<file path="src/rtl/timer_alert.sv">
// timer_alert: consumer end of the countdown timer's end-of-count handshake.
// Plays a beep/burst pattern on buzzer/led while the timer's signal is high.
// It returns a one-cycle stopsignal pulse on a button acknowledge or on the auto-stop timeout.
// Optional feature macro: ALERT_ESCALATE_EN (beeps per burst grow after each burst).
module timer_alert #(
  parameter int unsigned TICK_DIV     = 50000,
  parameter int unsigned TONE_HALF    = 12500,
  parameter int unsigned BEEP_ON_MS   = 100,
  parameter int unsigned BEEP_OFF_MS  = 100,
  parameter int unsigned BURST_BEEPS  = 4,
  parameter int unsigned BURST_GAP_MS = 600,
  parameter int unsigned AUTO_STOP_MS = 30000
) (
  input  logic clk_50MHz,
  input  logic rst,
  input  logic signal,
  input  logic B_S,
  input  logic B_L,
  output logic stopsignal,
  output logic buzzer,
  output logic led,
  output logic ringing
);

  localparam int unsigned CNT_W  = 16;
  localparam int unsigned AUTO_W = 32;
  localparam int unsigned BEEP_W = 4;
  localparam logic [CNT_W-1:0] CNT_MAX = '1;

  typedef enum logic [2:0] {
    IDLE     = 3'd0,
    BEEP_ON  = 3'd1,
    BEEP_OFF = 3'd2,
    GAP      = 3'd3,
    STOP     = 3'd4,
    HOLD     = 3'd5
  } state_t;

  state_t state, state_nx;

  logic sig_r, sig_p, sig_arm;
  logic bs_r, bs_p, bl_r, bl_p;
  logic sig_rise, ack;

  logic [CNT_W-1:0]  presc, ms_cnt, tone_cnt;
  logic [AUTO_W-1:0] auto_cnt, ms_ext, auto_ext;
  logic [BEEP_W-1:0] beep_cnt, beep_inc, beep_lim;
  logic tick, on_done, off_done, gap_done, auto_hit;
  logic stop_nx, led_nx, ring_nx;

  // Input registers and edge history; sig_arm blocks a rise on a level that was already high at reset.
  always_ff @(posedge clk_50MHz) begin
    if (rst) begin
      sig_r   <= 1'b0;
      sig_p   <= 1'b0;
      sig_arm <= 1'b0;
      bs_r    <= 1'b0;
      bs_p    <= 1'b0;
      bl_r    <= 1'b0;
      bl_p    <= 1'b0;
    end else begin
      sig_r   <= signal;
      sig_p   <= sig_r;
      sig_arm <= sig_arm | ~signal;
      bs_r    <= B_S;
      bs_p    <= bs_r;
      bl_r    <= B_L;
      bl_p    <= bl_r;
    end
  end

  // Event decode and timer terminal conditions.
  always_comb begin
    sig_rise = sig_r & ~sig_p & sig_arm;
    ack      = (bs_r & ~bs_p) | (bl_r & ~bl_p);
    tick     = (presc == CNT_W'(TICK_DIV - 1));
    ms_ext   = AUTO_W'(ms_cnt) + AUTO_W'(1);
    auto_ext = auto_cnt + AUTO_W'(1);
    on_done  = tick & (ms_ext >= AUTO_W'(BEEP_ON_MS));
    off_done = tick & (ms_ext >= AUTO_W'(BEEP_OFF_MS));
    gap_done = tick & (ms_ext >= AUTO_W'(BURST_GAP_MS));
    auto_hit = tick & (auto_ext >= AUTO_W'(AUTO_STOP_MS));
    beep_inc = beep_cnt + BEEP_W'(1);
  end

`ifdef ALERT_ESCALATE_EN
  // Burst length grows by one after every completed burst, capped at twice the base length.
  always_ff @(posedge clk_50MHz) begin
    if (rst) begin
      beep_lim <= BEEP_W'(BURST_BEEPS);
    end else if (state_nx == IDLE) begin
      beep_lim <= BEEP_W'(BURST_BEEPS);
    end else if (state == BEEP_ON && state_nx == GAP &&
                 beep_lim < BEEP_W'(2 * BURST_BEEPS)) begin
      beep_lim <= beep_lim + BEEP_W'(1);
    end
  end
`else
  assign beep_lim = BEEP_W'(BURST_BEEPS);
`endif

  // State and registered outputs.
  always_ff @(posedge clk_50MHz) begin
    if (rst) begin
      state      <= IDLE;
      stopsignal <= 1'b0;
      led        <= 1'b0;
      ringing    <= 1'b0;
    end else begin
      state      <= state_nx;
      stopsignal <= stop_nx;
      led        <= led_nx;
      ringing    <= ring_nx;
    end
  end

  // Next state: ack > auto-stop > signal-low abort > pattern timer; outputs follow the next state.
  always_comb begin
    state_nx = state;
    case (state)
      IDLE: begin
        if (sig_rise) state_nx = BEEP_ON;
      end
      BEEP_ON, BEEP_OFF, GAP: begin
        if (ack)           state_nx = STOP;
        else if (auto_hit) state_nx = STOP;
        else if (!sig_r)   state_nx = IDLE;
        else if (state == BEEP_ON) begin
          if (on_done) state_nx = (beep_inc < beep_lim) ? BEEP_OFF : GAP;
        end else if (state == BEEP_OFF) begin
          if (off_done) state_nx = BEEP_ON;
        end else begin
          if (gap_done) state_nx = BEEP_ON;
        end
      end
      STOP: state_nx = HOLD;
      HOLD: begin
        if (!sig_r) state_nx = IDLE;
      end
      default: state_nx = IDLE;
    endcase
    stop_nx = (state_nx == STOP);
    led_nx  = (state_nx == BEEP_ON);
    ring_nx = (state_nx == BEEP_ON) || (state_nx == BEEP_OFF) || (state_nx == GAP);
  end

  // Tick prescaler and per-state tick counter, both restarted on every state entry.
  always_ff @(posedge clk_50MHz) begin
    if (rst) begin
      presc  <= '0;
      ms_cnt <= '0;
    end else if (state_nx != state) begin
      presc  <= '0;
      ms_cnt <= '0;
    end else begin
      presc <= tick ? '0 : presc + CNT_W'(1);
      if (tick && ms_cnt != CNT_MAX) ms_cnt <= ms_cnt + CNT_W'(1);
    end
  end

  // Auto-stop tick counter: cleared when leaving IDLE, counts ticks while ringing.
  always_ff @(posedge clk_50MHz) begin
    if (rst) begin
      auto_cnt <= '0;
    end else if (state == IDLE) begin
      if (state_nx != IDLE) auto_cnt <= '0;
    end else if (ringing && tick) begin
      auto_cnt <= auto_ext;
    end
  end

  // Beep counter within the current burst.
  always_ff @(posedge clk_50MHz) begin
    if (rst) begin
      beep_cnt <= '0;
    end else if (state_nx == IDLE || state_nx == STOP) begin
      beep_cnt <= '0;
    end else if (state == BEEP_ON && state_nx == BEEP_OFF) begin
      beep_cnt <= beep_inc;
    end else if (state == BEEP_ON && state_nx == GAP) begin
      beep_cnt <= '0;
    end
  end

  // Buzzer square wave: starts low on each beep, toggles every TONE_HALF cycles, low when silent.
  always_ff @(posedge clk_50MHz) begin
    if (rst) begin
      tone_cnt <= '0;
      buzzer   <= 1'b0;
    end else if (state_nx == BEEP_ON && state == BEEP_ON) begin
      if (tone_cnt >= CNT_W'(TONE_HALF - 1)) begin
        tone_cnt <= '0;
        buzzer   <= ~buzzer;
      end else begin
        tone_cnt <= tone_cnt + CNT_W'(1);
      end
    end else begin
      tone_cnt <= '0;
      buzzer   <= 1'b0;
    end
  end

endmodule

</file>
<file path="config.mk">
export PLATFORM = sky130hd
export DESIGN_NAME = timer_alert
export DESIGN_NICKNAME = d
export VERILOG_FILES = /design/src/rtl/timer_alert.sv
export SDC_FILE = /design/constraint.sdc
export NUM_CORES = 1
export LEC_CHECK = 0
export BUFFER_PORTS_ARGS = -buffer_cell sky130_fd_sc_hd__buf_2
export CAP_MARGIN = 20
export CORE_UTILIZATION = 64
export DETAILED_ROUTE_END_ITERATION = 10
export PLACE_DENSITY = 0.79
export SETUP_SLACK_MARGIN = 0.15
export SYNTH_ARGS = -nofsm -noshare
export SYNTH_HDL_FRONTEND = slang
export SYNTH_SLANG_ARGS = --single-unit
</file>
<file path="constraint.sdc">
create_clock -name clk_50MHz -period 4.8 [get_ports clk_50MHz]
set_input_delay 0.96 -clock clk_50MHz [delete_from_list [all_inputs] [get_ports clk_50MHz]]
set_output_delay 0.96 -clock clk_50MHz [all_outputs]
set_load 0.02 [all_outputs]
</file>
==> key figures, run 1 <==
Clock tree
  – CTS root buffer: clkbuf_8
  – Clk slew on worst S/H paths: 0.09 ns
  – # H-tree levels: 3
  – CTS tree: done
  – Num CTS Buffers: 9
  – Post-CTS Setup Bufs: 0
  – CTS sink count: 98
  – CTS Hold Buffers Added: 0
  – Post-cts sizing count: 0
  – Maximum clock path buffer count: 2
  – Clk Latency, worst-skew pair: 0.37 ns

Floorplan
  – Die area: 10,100 sq um
  – FP Rows: 35
  – Core footprint: 9330 sq um
  – I/O pins: 9
  – Die W: 101 um
  – Die height: 101 um
  – Initial core utilization: 0.667

Finish
  – FILL cells: 821
  – Area grow syn2layout: 2.80%
  – Most frequent cells in the layout: dfxtp_1 (98), nor2_1 (87), nand3_1 (61)
  – Non-Filler Instances: 880
  – Leading cell type in the layout, fill and taps excluded: dfxtp_1
  – Reg area: 1960 sq um
  – Design area: 6390 sq um
  – Multi-input gate area: 3940 sq um
  – # nets final: 758
  – Final core occ: 0.685
  – Layout cells sized above 1: 0.107
  – Diodes inserted: 0

Setup path
  – Max stage delay on crit path: 0.61 ns
  – Crit. End Element: flip-flop
  – Critical path, cell by cell: ha_1 -> and4_1 -> nand3_1 -> nor4_1 -> xor2_1 -> or4_4 -> or4_4 -> a221oi_4 -> a2111o_1 -> nor2_1
  – Slowest CP cell: or4_4
  – R2r setup slk: 0.43 ns
  – CP Max Fanout: 14
  – Crit start category: flip-flop
  – Data required, critical path: 5.04 ns
  – Setup CP Type: reg -> reg
  – WP data arrival: 4.61 ns
  – Crit-path most repeated cell: or4_4

STA
  – Final Critical Period: 4.37 ns
  – Final Hold Vio Count: 0
  – Final Setup Violations: 0
  – Slew HR: 0.241
  – Setup TNS: 0 ns
  – Worst-case clock skew: 0.00865 ns
  – Final slew viol count: 0
  – Post-route clock period utilization: 0.909
  – Worst Max-Slew Pin Slew: 1.14 ns
  – Unrepaired setup endpoints after global routing: no
  – FMAX: 229 MHz

Power
  – Peak VDD IR: 218 uV
  – Leak pwr: 2.26 nW
  – Power after layout: 1.43 mW
  – PwrDens: 224 nW/um^2

Synthesis
  – Synth area leader: dfxtp_1
  – Unique cell type count in the Yosys netlist: 71
  – Gate Count Post-Synth: 787
  – Post-synth EDFFs: 0
  – Post-synth ARST share: 0
  – Warnings, synthesis: 0
  – Post-synthesis register bit count: 98
  – Top-area cell type share of the netlist area: 0.316
  – Seq/Total Area, Yosys: 0.316
  – Synth top area cells: dfxtp_1 (32%), nor2_1 (5.3%), nand3_1 (4.9%), nor3_2 (4.8%), a21oi_1 (3.9%)
  – Syn Area/Cell: 7.90 sq um
  – Main synth FF type: dfxtp_1
  – Mapped cell area: 6220 sq um

GRT
  – GRT Overall Usage: 0.293
  – First-pass GRT wire length: 24,200 um
  – Pin count of the biggest net entering global routing: 50
  – Vias in the first global route: 5,319
  – GRT overflow: 0
  – Initial antenna violation count: 0

Placement
  – Post-Place Cell Area: 6190 sq um
  – DP Wirelength: 9510 um
  – Number of cells after detailed placement: 865
  – Port buffer count: 8
  – GP Congestion: 0.936

Detailed routing
  – Final ANT Viol Nets: 0
  – Vias/cell: 6.41
  – WL final: 14,000 um
  – Residual DRC count: 0
  – Drt wl/cell: 15.9 um
  – Via count: 5,640
  – Detailed Routing Iterations Pass 1: 6
  – Initial DRC Count: 416

Hold path
  – HP Class: reg -> reg

Run status
  – Outcome: completed

Run
  – Maxcap violations: 0
## final timing paths
path	start	to	cells past startpoint
worst max-delay path	auto_cnt[0]$_SDFFE_PP0P_	tone_cnt[5]$_SDFF_PP0_	10
worst min-delay path	bs_r$_SDFF_PP0_	bs_p$_SDFF_PP0_	2
worst max register to register	auto_cnt[0]$_SDFFE_PP0P_	tone_cnt[5]$_SDFF_PP0_	10
worst min register to register	bs_r$_SDFF_PP0_	bs_p$_SDFF_PP0_	2
## power breakdown
part	internal, mW	switching (mW)	total [mW]	leakage, nW
Sequential	0.820	0.00500	0.825	0.792
Clock	0.256	0.294	0.550	0.0989
Combinational	0.0165	0.0407	0.0571	1.37
Total	1.09	0.340	1.43	2.26
## flip-flops by register name, summed over array words and instances, names as in the netlist
| signal | count |
|---|---|
| bl_p | 1 |
| presc | 16 |
| tone_cnt | 16 |
| bl_r | 1 |
| ms_cnt | 16 |
| buzzer | 1 |
| auto_cnt | 32 |
| sig_p | 1 |
| bs_r | 1 |
| led | 1 |
| sig_arm | 1 |
| state | 3 |
| beep_cnt | 4 |
| ringing | 1 |
| stopsignal | 1 |
| sig_r | 1 |
| bs_p | 1 |
## Yosys cell counts, types with 5 or more instances
master    instances
nor4_1           14
dfxtp_1          98
xor2_1           24
a211oi_1         13
nand4b_1         10
nand3_1          61
nor2b_1           7
clkbuf_1         41
a21o_1            6
nor3_1           22
and3_1           13
o211ai_1          6
o21ai_0          24
nand2_1          56
xnor2_1          28
and4_1            8
or3_1            13
a21oi_1          49
buf_2            15
a31oi_1          15
or4_1             7
ha_1              6
mux2i_1           6
inv_1            12
nor3_2           30
nor2_1           87
buf_1             5
nand3b_1          7
nand4_1          18
and2_1           13
## cell type report
| type | count | share of cell area |
|---|---|---|
| multi-input combinational | 612 | 0.616 |
| sequential | 98 | 0.307 |
| tap | 129 | 0.0253 |
| clock buffer | 10 | 0.0215 |
| timing repair buffer | 14 | 0.0133 |
| clock inverter | 5 | 0.00998 |
| inverter | 12 | 0.00705 |
## critical path: cells and delay by family, from the launching register on
family | cells | cell delay, ns
adders and majority gates | 1 | 0.38
AOI/OAI and AO/OA | 2 | 0.83
and+or+nand+nor | 6 | 2.46
xor gates and xnor gates | 1 | 0.13
DFF | 1 | 0.44
## layer usage
layer | share of wire | wire length (um) | vias up | GRT usage
met3 | 0.058 | 813 | 21 | 0.0562
met4 | 0.016 | 220 | 0 | 0.0925
met2 | 0.49 | 6820 | 179 | 0.506
li1 | - | - | 2774 | -
met1 | 0.44 | 6130 | 2666 | 0.368
met5 | 0 | 0 | - | 0
## through the flow
| stage | hold WS, ns | worst slack (ns) |
|---|---|---|
| 2_1_floorplan | 0.416 | 1.01 |
| 3_3_place_gp | 0.423 | 0.672 |
| 3_5_place_dp | 0.429 | 0.497 |
| 4_1_cts | 0.443 | 0.476 |
| 5_1_grt | 0.475 | 0.195 |
| 6_report | 0.443 | 0.435 |
## logic make-up (layout without fill, tap and decap cells)
| logic type | after synthesis | after routing | share of synthesized area |
|---|---|---|---|
| mux | 7 | 7 | 0.0115 |
| compound gates | 153 | 153 | 0.165 |
| flops | 98 | 98 | 0.316 |
| simple gates | 392 | 392 | 0.367 |
| other cells | 1 | 2 | 0.000603 |
| xor+xnor | 52 | 52 | 0.0733 |
| buf+inv | 78 | 41 | 0.0555 |
| fa+ha+maj | 6 | 6 | 0.0121 |
Power figures use the tool's default switching activity.
==> run 2, diff against run 1 <==
- ABC_AREA: unset -> 1
- CORE_UTILIZATION: 64 -> 58
- HOLD_SLACK_MARGIN: unset -> 0.1
- PLACE_DENSITY: 0.79 -> 0.72
==> run 2 against run 1 <==
  * Synthesized cell count rose by 8.6%
  * Non-clock buffer count decreased by 5
  * Critical path depth grew 8
  * Sequential power about the same
  * Global-route usage decreased by 4.8 points
  * Wire length fell by 15%
  * Design area down 3.2%
  * Clock power up 19%
  * Flip-flop and latch count unchanged
  * Critical endpoint unchanged
  * Largest power group unchanged
==> key figures, run 2 <==
Finish
  – Most frequent cells in the layout: nand2_1 (248), nor2_1 (110), inv_1 (100)
  – Area grow syn2layout: 6.30%
  – FILL cells: 975
  – Top reg by flops: auto_cnt
  – Layout cells sized above 1: 0.114
  – Final core occ: 0.636
  – # nets final: 872
  – Diodes inserted: 0
  – Number of flip-flops in the largest register: 32
  – Leading cell type in the layout, fill and taps excluded: nand2_1
  – Multi-input gate area: 3360 sq um
  – Reg area: 1960 sq um
  – Non-Filler Instances: 999

STA
  – WHS: 0.450 ns
  – Unrepaired setup endpoints after global routing: no
  – Worst-case clock skew: 0.0104 ns
  – FMAX: 335 MHz
  – Post-route clock period utilization: 0.623
  – Worst Max-Slew Pin Slew: 0.863 ns
  – Final slew viol count: 0
  – Final Setup Violations: 0
  – Slew HR: 0.425
  – Final Hold Vio Count: 0
  – Final Critical Period: 2.99 ns
  – Setup TNS: 0 ns

Floorplan
  – FP Rows: 36
  – Initial core utilization: 0.598
  – I/O pins: 9
  – Die W: 102 um
  – Die height: 102 um
  – Die area: 10,400 sq um
  – Core footprint: 9730 sq um

Setup path
  – FF-to-FF End: tone_cnt[5]$_SDFF_PP0_
  – Setup crit end: tone_cnt[5]$_SDFF_PP0_
  – Setup CP Type: reg -> reg
  – CP Max Fanout: 14
  – Crit. End Element: flip-flop
  – FF-to-FF path depth: 18
  – Data required, critical path: 5.09 ns
  – Crit start category: flip-flop
  – Worst R2R Start: auto_cnt[5]$_SDFFE_PP0P_
  – Worst setup startpoint: auto_cnt[5]$_SDFFE_PP0P_
  – R2r setup slk: 1.81 ns
  – WP data arrival: 3.28 ns

Synthesis
  – Warnings, synthesis: 0
  – Seq/Total Area, Yosys: 0.337
  – Syn Area/Cell: 6.81 sq um
  – Post-synth ARST share: 0
  – Top-area cell type share of the netlist area: 0.337
  – Synth top area cells: dfxtp_1 (34%), nand2_1 (16%), nor2_4 (7.4%), nor2_1 (7.2%), inv_1 (6.4%)
  – Gate Count Post-Synth: 855
  – Post-synthesis register bit count: 98
  – Unique cell type count in the Yosys netlist: 40
  – Commonest cells in the netlist: nand2_1 (248), nor2_1 (111), inv_1 (100)
  – Post-synth EDFFs: 0
  – Synth area leader: dfxtp_1
  – Mapped cell area: 5820 sq um
  – Main synth FF type: dfxtp_1
  – Top-count cell post-synth: nand2_1

Clock tree
  – Clk Latency, worst-skew pair: 0.36 ns
  – CTS Hold Buffers Added: 0
  – CTS root buffer: clkbuf_8
  – Clk slew on worst S/H paths: 0.09 ns
  – Post-CTS Setup Bufs: 0
  – # H-tree levels: 3
  – Num CTS Buffers: 9
  – Post-cts sizing count: 0
  – CTS sink count: 98
  – CTS tree: done
  – Maximum clock path buffer count: 2

GRT
  – Vias in the first global route: 4,772
  – Pin count of the biggest net entering global routing: 45
  – Initial antenna violation count: 0
  – GRT Overall Usage: 0.245
  – First-pass GRT wire length: 20,400 um
  – GRT overflow: 0

Power
  – Power after layout: 1.53 mW
  – Peak VDD IR: 208 uV
  – PwrDens: 248 nW/um^2
  – Leak pwr: 2.21 nW

Placement
  – GP Congestion: 0.891
  – DP Wirelength: 8680 um
  – Number of cells after detailed placement: 983
  – Port buffer count: 8

Detailed routing
  – Detailed Routing Iterations Pass 1: 4
  – Drt wl/cell: 11.9 um
  – Via count: 5,174
  – Residual DRC count: 0
  – WL final: 11,900 um
  – Vias/cell: 5.18
  – Final ANT Viol Nets: 0
  – Initial DRC Count: 163

Run
  – Maxcap violations: 0

Run status
  – Outcome: completed

Hold path
  – HP Class: reg -> reg
run 2: logic make-up (layout without fill, tap and decap cells):
group / count (synthesis) / after routing / share of synthesized area
flops: 98 / 98 / 0.337
fa+ha+maj: 6 / 6 / 0.0129
buf+inv: 119 / 129 / 0.0862
xor+xnor: 36 / 36 / 0.0542
other cells: 1 / 2 / 0.000644
simple gates: 529 / 529 / 0.450
compound gates: 66 / 66 / 0.0593
run 2: how the worst min path moves through the flow:
stage | startpoint | to | slack [ns] | cells after the start
after floorplan | bs_r$_SDFF_PP0_ | bs_p$_SDFF_PP0_ | 0.41 | 2
after global placement | bs_r$_SDFF_PP0_ | bs_p$_SDFF_PP0_ | 0.42 | 2
after detailed placement | presc[0]$_SDFF_PP0_ | presc[0]$_SDFF_PP0_ | 0.44 | 1
after CTS | presc[0]$_SDFF_PP0_ | presc[0]$_SDFF_PP0_ | 0.45 | 1
after global routing | presc[0]$_SDFF_PP0_ | presc[0]$_SDFF_PP0_ | 0.47 | 1
final | presc[0]$_SDFF_PP0_ | presc[0]$_SDFF_PP0_ | 0.45 | 1
run 2: stage by stage:
stage | worst slack [ns] | area [sq um]
floorplan | 2.39 | 5830
global placement | 1.92 | 5940
detailed placement | 1.82 | 5940
CTS | 1.80 | 6190
global route | 1.46 | 6190
finish | 1.81 | 6190
run 2: area by class of cell:
class	count	share of cell area
clock inverters	5	0.0178
flip-flops and latches	98	0.317
clock buffers	11	0.0228
well taps	133	0.0269
multi-input cells	639	0.544
inverters	104	0.0641
repair buffers	9	0.00768
run 2: report_power, final:
group	switching [mW]	internal, mW
registers	0.00391	0.820
clock network	0.292	0.365
logic	0.0401	0.0128
run 2: worst max-delay path: stages (launching register included):
cell	delay, ns
dfxtp_1	0.42
nand2_1	0.11
nor2_1	0.24
nand2_1	0.11
nor2_1	0.32
nand2_1	0.10
nand2_1	0.07
nand2_1	0.07
inv_1	0.06
nand3_1	0.08
nor2_1	0.11
nand3_1	0.11
nand2_2	0.11
nand4_1	0.13
nand2_2	0.14
nand2_2	0.07
clkinv_2	0.09
nand4_4	0.36
nor2_1	0.21
run 2: metal layers:
| metal | routed length [um] | up-vias | track usage |
|---|---|---|---|
| met2 | 5460 | 108 | 0.412 |
| met5 | 0 | - | 0 |
| met3 | 472 | 24 | 0.0472 |
| li1 | - | 2680 | - |
| met1 | 5730 | 2362 | 0.312 |
| met4 | 214 | 0 | 0.0879 |
